File: src/rtl/alu_share_arbiter_pkg.sv
// Shared definitions for the ALU share arbiter: FSM states, flag bit
// positions, default ALU widths and opSel encodings.
package alu_share_arbiter_pkg;

  localparam int ALU_WIDTH = 32;
  localparam int ALU_OPW   = 4;

  // Bit positions inside the 3-bit {carry, sign, zero} flag bundle
  localparam int FLAG_CARRY = 2;
  localparam int FLAG_SIGN  = 1;
  localparam int FLAG_ZERO  = 0;

  localparam logic [ALU_OPW-1:0] ALU_OP_ADD = 4'd0;
  localparam logic [ALU_OPW-1:0] ALU_OP_SUB = 4'd1;
  localparam logic [ALU_OPW-1:0] ALU_OP_AND = 4'd2;
  localparam logic [ALU_OPW-1:0] ALU_OP_OR  = 4'd3;
  localparam logic [ALU_OPW-1:0] ALU_OP_XOR = 4'd4;

  typedef enum logic [1:0] {
    ST_IDLE = 2'd0,
    ST_EXEC = 2'd1,
    ST_RESP = 2'd2
  } arb_state_t;

  function automatic logic [2:0] pack_flags(input logic carry, input logic sign,
                                            input logic zero);
    logic [2:0] f;
    f             = '0;
    f[FLAG_CARRY] = carry;
    f[FLAG_SIGN]  = sign;
    f[FLAG_ZERO]  = zero;
    return f;
  endfunction

endpackage

File: src/rtl/alu_share_arbiter_picker.sv
// Two-way round-robin picker: one-hot grant among valid requesters, the
// requester that was not granted last wins a tie.
module alu_rr_picker (
  input  logic [1:0] valid,
  input  logic       lastGnt,
  output logic [1:0] grant
);

  always_comb begin
    // NOTE: assigning a default before the case keeps this block latch-free.
    grant = 2'b00;
    case (valid)
      2'b01:   grant = 2'b01;
      2'b10:   grant = 2'b10;
      2'b11:   grant = lastGnt ? 2'b01 : 2'b10;
      default: grant = 2'b00;
    endcase
  end

endmodule

File: src/rtl/alu_share_arbiter.sv
// Shares one combinational ALU between two requesters: round-robin pick,
// registered operands, one settle cycle, then a held valid/ready response.
module alu_share_arbiter
  import alu_share_arbiter_pkg::*;
#(
  parameter int WIDTH = ALU_WIDTH,
  parameter int OPW   = ALU_OPW
) (
  input  logic             clk,
  input  logic             rst,
  input  logic             reqValid0,
  input  logic             reqValid1,
  output logic             reqReady0,
  output logic             reqReady1,
  input  logic [WIDTH-1:0] reqA0,
  input  logic [WIDTH-1:0] reqA1,
  input  logic [WIDTH-1:0] reqB0,
  input  logic [WIDTH-1:0] reqB1,
  input  logic [OPW-1:0]   reqOp0,
  input  logic [OPW-1:0]   reqOp1,
  output logic             rspValid0,
  output logic             rspValid1,
  input  logic             rspReady0,
  input  logic             rspReady1,
  output logic [WIDTH-1:0] rspResult,
  output logic [2:0]       rspFlags,
  output logic [WIDTH-1:0] aluA,
  output logic [WIDTH-1:0] aluB,
  output logic [OPW-1:0]   aluOpSel,
  input  logic [WIDTH-1:0] aluResult,
  input  logic             aluCarry,
  input  logic             aluSign,
  input  logic             aluZero
);

  arb_state_t state;
  logic       last_gnt;
  logic       gnt_id;
  logic [1:0] pick_valid;
  logic [1:0] grant;
  logic [1:0] rsp_valid;
  logic       rsp_hs;

  // Requests are only offered to the picker while idle and out of reset
  assign pick_valid = (state == ST_IDLE && !rst) ? {reqValid1, reqValid0} : 2'b00;

  alu_rr_picker u_picker (
    .valid   (pick_valid),
    .lastGnt (last_gnt),
    .grant   (grant)
  );

  assign reqReady0 = grant[0];
  assign reqReady1 = grant[1];
  assign rspValid0 = rsp_valid[0];
  assign rspValid1 = rsp_valid[1];

  // Only the granted requester's rspReady can complete the response
  assign rsp_hs = gnt_id ? (rsp_valid[1] & rspReady1) : (rsp_valid[0] & rspReady0);

  // NOTE: sequential state uses non-blocking assignments so every register
  // samples pre-edge values regardless of statement order.
  always_ff @(posedge clk) begin
    if (rst) begin
      state     <= ST_IDLE;
      last_gnt  <= 1'b1;
      gnt_id    <= 1'b0;
      aluA      <= '0;
      aluB      <= '0;
      aluOpSel  <= '0;
      rspResult <= '0;
      rspFlags  <= '0;
      rsp_valid <= 2'b00;
    end else begin
      case (state)
        ST_IDLE: begin
          if (|grant) begin
            aluA     <= grant[1] ? reqA1  : reqA0;
            aluB     <= grant[1] ? reqB1  : reqB0;
            aluOpSel <= grant[1] ? reqOp1 : reqOp0;
            gnt_id   <= grant[1];
            state    <= ST_EXEC;
          end
        end
        ST_EXEC: begin
          rspResult <= aluResult;
          rspFlags  <= pack_flags(aluCarry, aluSign, aluZero);
          rsp_valid <= gnt_id ? 2'b10 : 2'b01;
          state     <= ST_RESP;
        end
        ST_RESP: begin
          if (rsp_hs) begin
            rsp_valid <= 2'b00;
            last_gnt  <= gnt_id;
            state     <= ST_IDLE;
          end
        end
        default: state <= ST_IDLE;
      endcase
    end
  end

endmodule

File: config.mk
export PLATFORM = sky130hd
export DESIGN_NAME = alu_share_arbiter
export DESIGN_NICKNAME = d
export VERILOG_FILES = /design/src/rtl/alu_share_arbiter_pkg.sv /design/src/rtl/alu_share_arbiter_picker.sv /design/src/rtl/alu_share_arbiter.sv
export SDC_FILE = /design/constraint.sdc
export NUM_CORES = 1
export LEC_CHECK = 0
export ABC_CLOCK_PERIOD_IN_PS = 3760
export BUFFER_PORTS_ARGS = -buffer_cell sky130_fd_sc_hd__buf_2
export CORE_MARGIN = 2
export CORE_UTILIZATION = 30
export CTS_CLUSTER_DIAMETER = 100
export DETAILED_ROUTE_END_ITERATION = 16
export PLACE_DENSITY = 0.61
export SLEW_MARGIN = 20
export SYNTH_ARGS = -nofsm -noshare
export SYNTH_HDL_FRONTEND = slang
export SYNTH_HIERARCHICAL = 1
export SYNTH_SLANG_ARGS = --single-unit
File: constraint.sdc
create_clock -name clk -period 3.76 [get_ports clk]
set_input_delay 0.188 -clock clk [delete_from_list [all_inputs] [get_ports clk]]
set_output_delay 0.188 -clock clk [all_outputs]
set_load 0.05 [all_outputs]
After elaboration in Yosys (flattened, before gate mapping)
Index checks and enable logic that the tools add are counted.
{"block": "word_totals", "register_bits": 109, "inputBits": 177, "out_inout_bits": 107, "elab_cells": 39}
{"block": "op_classes", "eq_ne": 7, "mux": 12, "bitwise": 2, "n_reduce_logical": 9}
{"cell": "$mux W32", "count": 2}
{"cell": "$pmux W2 S3", "count": 2}
{"cell": "$mux W2", "count": 5}
{"cell": "$reduce_and A2 Y1", "count": 4}
{"cell": "$eq A2 B2 Y1 const B", "count": 3}
{"cell": "$eq A2 B1 Y1 const B", "count": 2}
{"cell": "$mux W4", "count": 1}
{"cell": "$pmux W2 S2", "count": 1}
{"cell": "$and A1 B1 Y1", "count": 2}
{"cell": "$logic_not A2 Y1", "count": 1}
{"cell": "$ne A2 B1 Y1 const B", "count": 1}
{"cell": "$ne A2 B2 Y1 const B", "count": 1}
{"cell": "$reduce_bool A2 Y1", "count": 1}
{"cell": "$reduce_or A2 Y1", "count": 1}
{"cell": "$logic_and A1 B1 Y1", "count": 1}
{"cell": "$logic_not A1 Y1", "count": 1}
{"cell": "$mux W1", "count": 1}

Logic depth before layout (Yosys ltp)
Gate-level depths: netlist of run 1.
{"block": "logic_depth", "ltp_word": 8, "mapped_depth": 11, "depth_no_buf": 6}

By module
Netlist of run 1, hierarchy kept.
{"mod": "alu_share_arbiter", "n_inst": 1, "cells_each": 497, "area_per_inst_um2": 4757.1, "seq_area_each_um2": 2182.1}
{"mod": "alu_rr_picker", "n_inst": 1, "cells_each": 3, "area_per_inst_um2": 18.8, "seq_area_each_um2": 0.0}

Worst setup path before layout of run 1
Ideal clock, no wire load.
{"block": "synth_path", "path_type": "flip-flop to flip-flop", "from": "reg state[1]", "to": "reg aluA[17]", "setup_ps": 146, "t_arrival_ps": 3229, "t_required_ps": 3614, "path_slack_ps": 385, "path_stages_with_launch": 11, "path_buffers": 4, "period_less_slack_ps": 3375, "cell_sequence": "dfxtp_1 -> nor2_2 -> buf_2 -> and3_1 -> a21boi_0 -> buf_2 -> nor2_1 -> nor2_4 -> buf_2 -> buf_4 -> a211oi_2"}
{"block": "synth_between", "elab_chain_len": 7, "elab_cells_between_ends": 10, "cone_classes": "3 x eq/ne; 3 x mux; 4 x reduce/logical"}
{"element": "from (decl)", "line_no": "alu_share_arbiter.sv:36", "text": "arb_state_t state;"}
{"element": "from (signal assigned)", "line_no": "alu_share_arbiter.sv:65", "text": "state <= ST_IDLE;"}
{"element": "from (signal assigned)", "line_no": "alu_share_arbiter.sv:82", "text": "state <= ST_EXEC;"}
{"element": "from (signal assigned)", "line_no": "alu_share_arbiter.sv:89", "text": "state <= ST_RESP;"}
{"element": "$logic_not A2 Y1 *", "line_no": "alu_share_arbiter.sv:45", "text": "assign pick_valid = (state == ST_IDLE && !rst) ? {reqValid1, reqValid0} : 2'b00;"}
{"element": "$logic_and A1 B1 Y1 *", "line_no": "alu_share_arbiter.sv:45"}
{"element": "$mux W2 *", "line_no": "alu_share_arbiter.sv:45"}
{"element": "named net pick_valid[1]", "line_no": "alu_share_arbiter.sv:39", "text": "logic [1:0] pick_valid;"}
{"element": "$eq A2 B2 Y1 / $eq A2 B1 Y1 (equally long branches)", "line_no": "alu_share_arbiter_picker.sv:12", "text": "case (valid)"}
{"element": "$pmux W2 S3 *", "line_no": "alu_share_arbiter_picker.sv:12"}
{"element": "named net reqReady1", "line_no": "alu_share_arbiter.sv:14", "text": "output logic reqReady1,"}
{"element": "$reduce_or A2 Y1", "line_no": "alu_share_arbiter.sv:77", "text": "if (|grant) begin"}
{"element": "$reduce_and A2 Y1 (no source line)"}
{"element": "to (signal assigned)", "line_no": "alu_share_arbiter.sv:78", "text": "aluA <= grant[1] ? reqA1 : reqA0;"}
{"element": "to (decl)", "line_no": "alu_share_arbiter.sv:27", "text": "output logic [WIDTH-1:0] aluA,"}
Mark *: on every way through the listed nets, which the timed path passes. The rest lies on a longest branch.
A chain may end at the register's enable or synchronous reset.

Final worst setup path of run 1
{"block": "layout_path", "from": "reg state[1]", "to": "reg aluA[10]"}
{"block": "layout_between", "elab_chain_len": 7, "elab_cells_between_ends": 10, "cone_classes": "3 x eq/ne; 3 x mux; 4 x reduce/logical"}
{"element": "$logic_not A2 Y1 *", "line_no": "alu_share_arbiter.sv:45"}
{"element": "$logic_and A1 B1 Y1 *", "line_no": "alu_share_arbiter.sv:45"}
{"element": "$mux W2 *", "line_no": "alu_share_arbiter.sv:45"}
{"element": "named net pick_valid[0]", "line_no": "alu_share_arbiter.sv:39"}
{"element": "$eq A2 B2 Y1 / $eq A2 B1 Y1 (equally long branches)", "line_no": "alu_share_arbiter_picker.sv:12"}
{"element": "$pmux W2 S3 *", "line_no": "alu_share_arbiter_picker.sv:12"}
{"element": "$reduce_or A2 Y1", "line_no": "alu_share_arbiter.sv:77"}
{"element": "$reduce_and A2 Y1 (no source line)"}
Marked as above.

==> results of run 1 <==
[worst max-delay path, stage by stage (launching register included)]
cell and delay [ns]:
dfxtp_1 0.46, nor2_4 0.08, and3_1 0.22, a21boi_4 0.44, or2_2 0.36, buf_12 0.31
a21oi_1 0.12, a211oi_1 0.24
[power breakdown]
group | internal [mW] | switching [mW] | total (mW) | leakage, nW
sequential | 1.29 | 0.0753 | 1.37 | 0.895
combinational | 0.376 | 0.889 | 1.27 | 1.87
clock | 0.594 | 0.451 | 1.05 | 0.162
total | 2.26 | 1.42 | 3.68 | 2.92
[final timing paths]
path / end / cells after the start / slack (ns) / from
setup reg to reg: aluA[10]$_SDFFE_PP0P_ / 7 / 1.37 / state[1]$_SDFFE_PP0P_
hold / removal: rspResult[29]$_SDFFE_PP0P_ / 3 / 0.07 / aluResult[29]
setup / recovery: aluA[10]$_SDFFE_PP0P_ / 7 / 1.37 / state[1]$_SDFFE_PP0P_
hold reg to reg: rspFlags[1]$_SDFFE_PP0P_ / 2 / 0.45 / rspFlags[1]$_SDFFE_PP0P_
[per-layer routing]
metal	part of all wire [%]	up-vias	track usage, %	wire length [um]
met5	0.095	-	0	13
met2	46	193	25.10	6225
li1	-	2302	-	-
met3	7.4	25	3.485	1016
met4	2.4	2	6.831	326
met1	44	2015	19.08	6058
[metrics by stage]
step / power, mW / hold WS [ns] / area [um2]
2_1_floorplan: 2.344 / 0.3240 / 4776
3_3_place_gp: 2.664 / 0.4288 / 6336
3_5_place_dp: 2.674 / 0.4342 / 6336
4_1_cts: 3.734 / 0.05021 / 6664
5_1_grt: 3.861 / 0.06271 / 6664
6_report: 3.678 / 0.06950 / 6664
[cells in the final DEF (no fill, tap or decap), types with 2 or more instances in the layout]
cell and instances:
mux2i_1 68, bufinv_16 2, clkbuf_16 9, nand2_1 73, buf_2 282, a21oi_1 86
nor2_4 2, a211oi_1 49, buf_12 3, and3_1 2, inv_6 2, a21oi_2 20
nand2b_1 2, buf_4 8, inv_1 5, dfxtp_1 109, a211oi_2 20, nor2_1 2
[sequential cells by signal, summed over array words and instances (netlist names)]
name and count:
aluA 32, aluOpSel 4, rspFlags 3, rspResult 32, aluB 32, last_gnt 1, state 2, rsp_valid 2
gnt_id 1
[logic make-up after synthesis]
logic type | synth area share (%)
mux | 14.25
flops | 45.69
compound gates | 26.43
buf+inv | 5.842
simple gates | 7.781
[layout make-up]
| class | instances | area [um2] | share of cell area [%] |
|---|---|---|---|
| repair buffers | 293 | 1531 | 22.98 |
| flip-flops and latches | 109 | 2182 | 32.74 |
| multi-input cells | 336 | 2333 | 35.02 |
| well taps | 216 | 270.3 | 4.056 |
| inverters | 5 | 18.77 | 0.2816 |
| clock inverters | 7 | 102.6 | 1.540 |
| clock buffers | 9 | 225.2 | 3.380 |
==> out/metrics.csv, run 1 <==
stage;metric;value;unit
status;outcome;complete, no violations;
finish;nets;931;
sta;setup_viol;0;
floorplan;initial_core_util;30.39;%
synthesis;synth.most_common_cell;dfxtp_1;
route;drtAntennaViolNets;0;
global_route;grt_pass1_wl;20580;um
clock_network;clk_pin_slew;0.08;ns
global_route;track_usage;15.25;%
clock_network;ctsHoldBuffers;0;
synthesis;synth_edf_count;0;
synthesis;synth-async-reset-ratio;0;%
sta;maxSlewViolCount;0;
power;power_density;551.9;nW/um2
setup_path;cp_data_required_time;4.01;ns
synthesis;synth_area_leaders;dfxtp_1, mux2i_1, a21oi_1;
global_route;grt_pass1_vias;4114;
clock_network;cts-resized-gates;0;
floorplan;die_w;130.2;um
sta;post-route-min-period;2.391;ns
placement;routabilityCongestion;0.7049;
global_route;grt_start_max_net_pins;69;
floorplan;die_h;130.2;um
synthesis;syn_area;4776;um2
finish;area_growth;39.53;%
route;wl_per_cell;13.99;um
finish;finalCoreUtilization;42.41;%
floorplan;core_area;15710;um2
route;vias;4537;
sta;fin_setup_tns;0;ns
synthesis;syn_inst;500;
placement;port_buffers;283;
route;drt_iter0_drc;167;
clock_network;post_cts_buffers;0;
clock_network;cts_tree;built;
setup_path;cp-end-kind;flop;
placement;hpwl;9838;um
sta;worst_slack;1.369;ns
finish;final_cells;975;
synthesis;yosys_register_bits;109;
sta;max_freq;418.2;MHz
route;wl;13640;um
placement;dp_cells;959;
setup_path;cp-start-kind;flop;
synthesis;yosysWarnings;6;
floorplan;core.rowCount;46;
route;firstDrtPassIters;4;
sta;tightestPinTransition;0.6748;ns
synthesis;ys_top_cells_by_count;dfxtp_1, a21oi_1, nand2_1, mux2i_1, a211oi_1;
synthesis;synth_top_area_share;45.69;%
placement;place_ws;1.383;ns
finish;diodes;0;
sta;hold_viol_final;0;
setup_path;crit_type;reg2reg;
synthesis;synth_flop_cell;dfxtp_1;
route;remaining_drc_errors;0;
job;drv_cap;0;
sta;rsz0062_at_grt;no;
clock_network;clk_path_buf_depth;2;
route;viasPerCell;4.653;
clock_network;clock-sinks;109;
global_route;grt.overflow.total;0;
finish;layout-drive-gt1-share;46.77;%
worst_hold_path;worstHoldPathType;in2reg;
finish;fill_cells;1605;
floorplan;fp.dieArea;16940;um2
synthesis;ys_types;30;
synthesis;post-synth-top-area-cell;dfxtp_1;
clock_network;clock_latency;0.34;ns
floorplan;io_pins;284;
clock_network;htreeDepth;3;
setup_path;worst_ep_arrival_time;2.64;ns
synthesis;ys_seq_area_share;45.69;%
synthesis;synth_nets;677;
clock_network;cts_made_buffers;9;
sta;fin_skew;0.008477;ns
global_route;antenna_found_initial;1;
clock_network;clockRootBuffer;clkbuf_16;
sta;finalCritPeriodShare;63.60;%
synthesis;syn_area_per_cell;9.552;um2
power;leakage;2.922;nW
setup_path;cp_max_fo;57;
power;ir_drop;0.2224;mV
sta;max_slew_margin;55.01;%
Power figures use the tool's default switching activity.
==> run 2, diff against run 1 <==
- ABC_AREA: not set -> 1
- ABC_CLOCK_PERIOD_IN_PS: 3760 -> 2280
- clock period: 3.76 -> 2.28 ns (I/O delays scaled with it)
==> run 2 against run 1 <==
Sequential share of layout area grew 0.37 points; core utilization up 0.78 points; non-clock buffer count is the same; die area decreased by 1.3%; global-route usage up 2.0 points; cell count increased by 22%; synthesized cell count up 42%; final area decreased by 1.1%; routed wire length up 11%; area after synthesis shrank 1.4%.
==> out/metrics.csv, run 2 <==
stage;metric;value;unit
status;outcome;complete, no violations;
setup_path;reg2reg_from;state[1]$_SDFFE_PP0P_;
setup_path;cp-start-kind;flop;
setup_path;cp_data_required_time;2.17;ns
route;remaining_drc_errors;0;
global_route;grt_pass1_wl;22730;um
route;drt_iter0_drc;171;
synthesis;ys_seq_area_share;46.32;%
synthesis;synth_flop_cell;dfxtp_1;
synthesis;synth.most_common_cell;nand2_1;
sta;fin_setup_tns;0;ns
worst_hold_path;worstHoldPathType;in2reg;
synthesis;syn_area_per_cell;6.616;um2
sta;hold_viol_final;0;
synthesis;synth_top_area_share;46.32;%
route;firstDrtPassIters;4;
synthesis;synth-async-reset-ratio;0;%
global_route;antenna_found_initial;2;
finish;layout-drive-gt1-share;34.09;%
finish;design_area;6590;um2
placement;routabilityCongestion;0.7693;
sta;maxSlewViolCount;0;
route;wl_per_cell;12.74;um
floorplan;core.rowCount;45;
setup_path;crit_cells;7;
synthesis;synth_area_leaders;dfxtp_1, nand2_1, nor2_1;
clock_network;htreeDepth;3;
route;wl;15100;um
clock_network;cts_made_buffers;9;
global_route;grt_start_max_net_pins;106;
sta;rsz0062_at_grt;no;
sta;max_freq;479.1;MHz
finish;regArea;2182;um2
clock_network;clockRootBuffer;clkbuf_16;
route;drtAntennaViolNets;0;
global_route;track_usage;17.24;%
setup_path;cp-endpoint;reqReady1;
sta;tightestPinTransition;0.9777;ns
finish;final_cell_mix;buf_2, nand2_1, nor2_1;
power;combPwrFrac;38.0;%
synthesis;yosysWarnings;6;
power;power_density;952.3;nW/um2
power;p_clk_share;24.8;%
sta;finalCritPeriodShare;91.54;%
setup_path;reg2reg_slack;0.31;ns
global_route;grt_util_met3;4.748;%
power;swShare;41.49;%
clock_network;post_cts_buffers;0;
power;intPower;3.672;mW
global_route;grt_pass1_vias;4622;
power;leakage;3.481;nW
finish;nets;1146;
setup_path;crit_path_start;state[1]$_SDFFE_PP0P_;
synthesis;syn_area;4711;um2
setup_path;path_cells;nor2_2 -> nand2_1 -> nor2_1 -> inv_1 -> a21oi_4 -> buf_12 -> clkbuf_4;
clock_network;cts_tree;built;
floorplan;die_w;129.3;um
finish;top_regs;aluA: 32 flops, aluB: 32 flops, rspResult: 32 flops;
setup_path;reg2reg_depth;8;
floorplan;core_area;15260;um2
synthesis;syn_inst;712;
setup_path;worst_ep_arrival_time;1.97;ns
setup_path;cp_max_fo;35;
synthesis;yosys_register_bits;109;
finish;layout_commonest_cell;buf_2;
clock_network;clock_latency;0.35;ns
floorplan;die_h;129.3;um
floorplan;fp.dieArea;16720;um2
placement;hpwl;10260;um
synthesis;synth_nets;889;
floorplan;initial_core_util;30.87;%
synthesis;post-synth-top-area-cell;dfxtp_1;
clock_network;clock-sinks;109;
sta;fin_skew;0.007706;ns
floorplan;io_pins;284;
job;drv_cap;0;
sta;max_slew_margin;34.82;%
finish;fill_cells;1704;
synthesis;synth_edf_count;0;
synthesis;ys_top_cells_by_count;nand2_1, nor2_1, dfxtp_1, o21ai_0, clkbuf_1;
clock_network;clk_pin_slew;0.07;ns
setup_path;reg2reg_to;aluA[26]$_SDFFE_PP0P_;
power;ir_drop;0.3815;mV
finish;area_growth;39.89;%
setup_path;slowest_delay;0.33;ns
route;viasPerCell;4.352;
power;switching_power;2.604;mW
global_route;grt.overflow.total;0;
setup_path;worst-path-buf-inv;3;
global_route;busiest_layer;met2;
setup_path;cp_slowest_cell;dfxtp_1;
global_route;grtUsageMet2;29.54;%
synthesis;ys_types;15;
route;vias;5162;
setup_path;crit_family;buffers and inverters;
placement;dpl_cell_area;6259;um2
setup_path;crit_type;reg2out;
placement;port_buffers;283;
clock_network;clk_path_buf_depth;2;
sta;setup_viol;0;
setup_path;cp-end-kind;output pin;
sta;post-route-min-period;2.087;ns
global_route;met1_usage;20.72;%
finish;multi_input_area;2261;um2
power;seqPwrFrac;37.2;%
==> run 2: cell count changes after synthesis, sizes merged, moves of 2 or more <==
cell / delta
a211oi: -69
a21boi: -2
a21oi: -101
and3: -2
buf: -11
clkbuf: +8
inv: +5
mux2i: -68
nand2: +147
nand2b: -2
nand3: +2
nor2: +209
o21ai: +104
or2: -2
==> run 2: cells by family after synthesis <==
logic type	share of synthesized area (%)
AND/OR/NAND/NOR	35.83
AO/OA/AOI/OAI	11.93
buffers and inverters	5.923
flip-flops	46.32
==> run 2: worst min-delay path: stages <==
cell and delay [ns]:
buf_2 0.07, o21ai_0 0.07, nor2_1 0.08
==> run 2: per-stage QoR <==
step	hold slack, ns	power [mW]	util [%]	std cells	worst slack (ns)
finish	0.01743	6.276	43.19	1186	0.1928
global route	0.01812	6.672	43.17	1185	0.01357
CTS	0.0009266	6.368	42.99	1184	0.09660
detailed placement	0.3714	4.779	41.02	1167	0.3142
global placement	0.3638	4.766	41.02	1167	0.3714
floorplan	0.1831	4.141	-	712	0.05364
==> run 2: worst min-delay path by stage <==
stage	from	endpoint	slack, ns	cells past startpoint
floorplan	rst	rsp_valid[1]$_SDFFE_PP0P_	0.18	1
global placement	aluResult[13]	rspResult[13]$_SDFFE_PP0P_	0.36	3
detailed placement	rst	rsp_valid[1]$_SDFFE_PP0P_	0.37	2
CTS	aluResult[13]	rspResult[13]$_SDFFE_PP0P_	0.0009	3
global route	aluResult[5]	rspResult[5]$_SDFFE_PP0P_	0.02	3
finish	aluResult[5]	rspResult[5]$_SDFFE_PP0P_	0.02	3
==> run 2: power groups by stage <==
stage	sequential, mW	clock [mW]	combinational, mW
final	2.34	1.55	2.39
after global routing	2.38	1.70	2.59
after CTS	2.34	1.63	2.40
after detailed placement	2.38	0	2.40
after global placement	2.37	0	2.40
after floorplan	3.35	0	0.795
==> run 2: final cells by class <==
class | count | area share (%)
antenna | 1 | 0.03797
clock buffer | 11 | 3.531
clock inverter | 5 | 0.8923
inverter | 10 | 0.5696
multi-input combinational | 546 | 34.31
sequential | 109 | 33.11
tap | 211 | 4.006
timing repair buffer | 293 | 23.54
==> run 2: what timing repair did <==
action,CTS,global route
hold buffers,1,0
resized for setup,0,1
hold endpoints to repair,1,0
setup endpoints to repair,0,1
==> run 2: routing by layer <==
metal,vias to the layer above,wire [um],share of wire [%]
met1,2228,6649,44
met4,2,254,1.7
met3,19,1202,8.0
met5,-,13,0.086
met2,189,6984,46
li1,2724,-,-
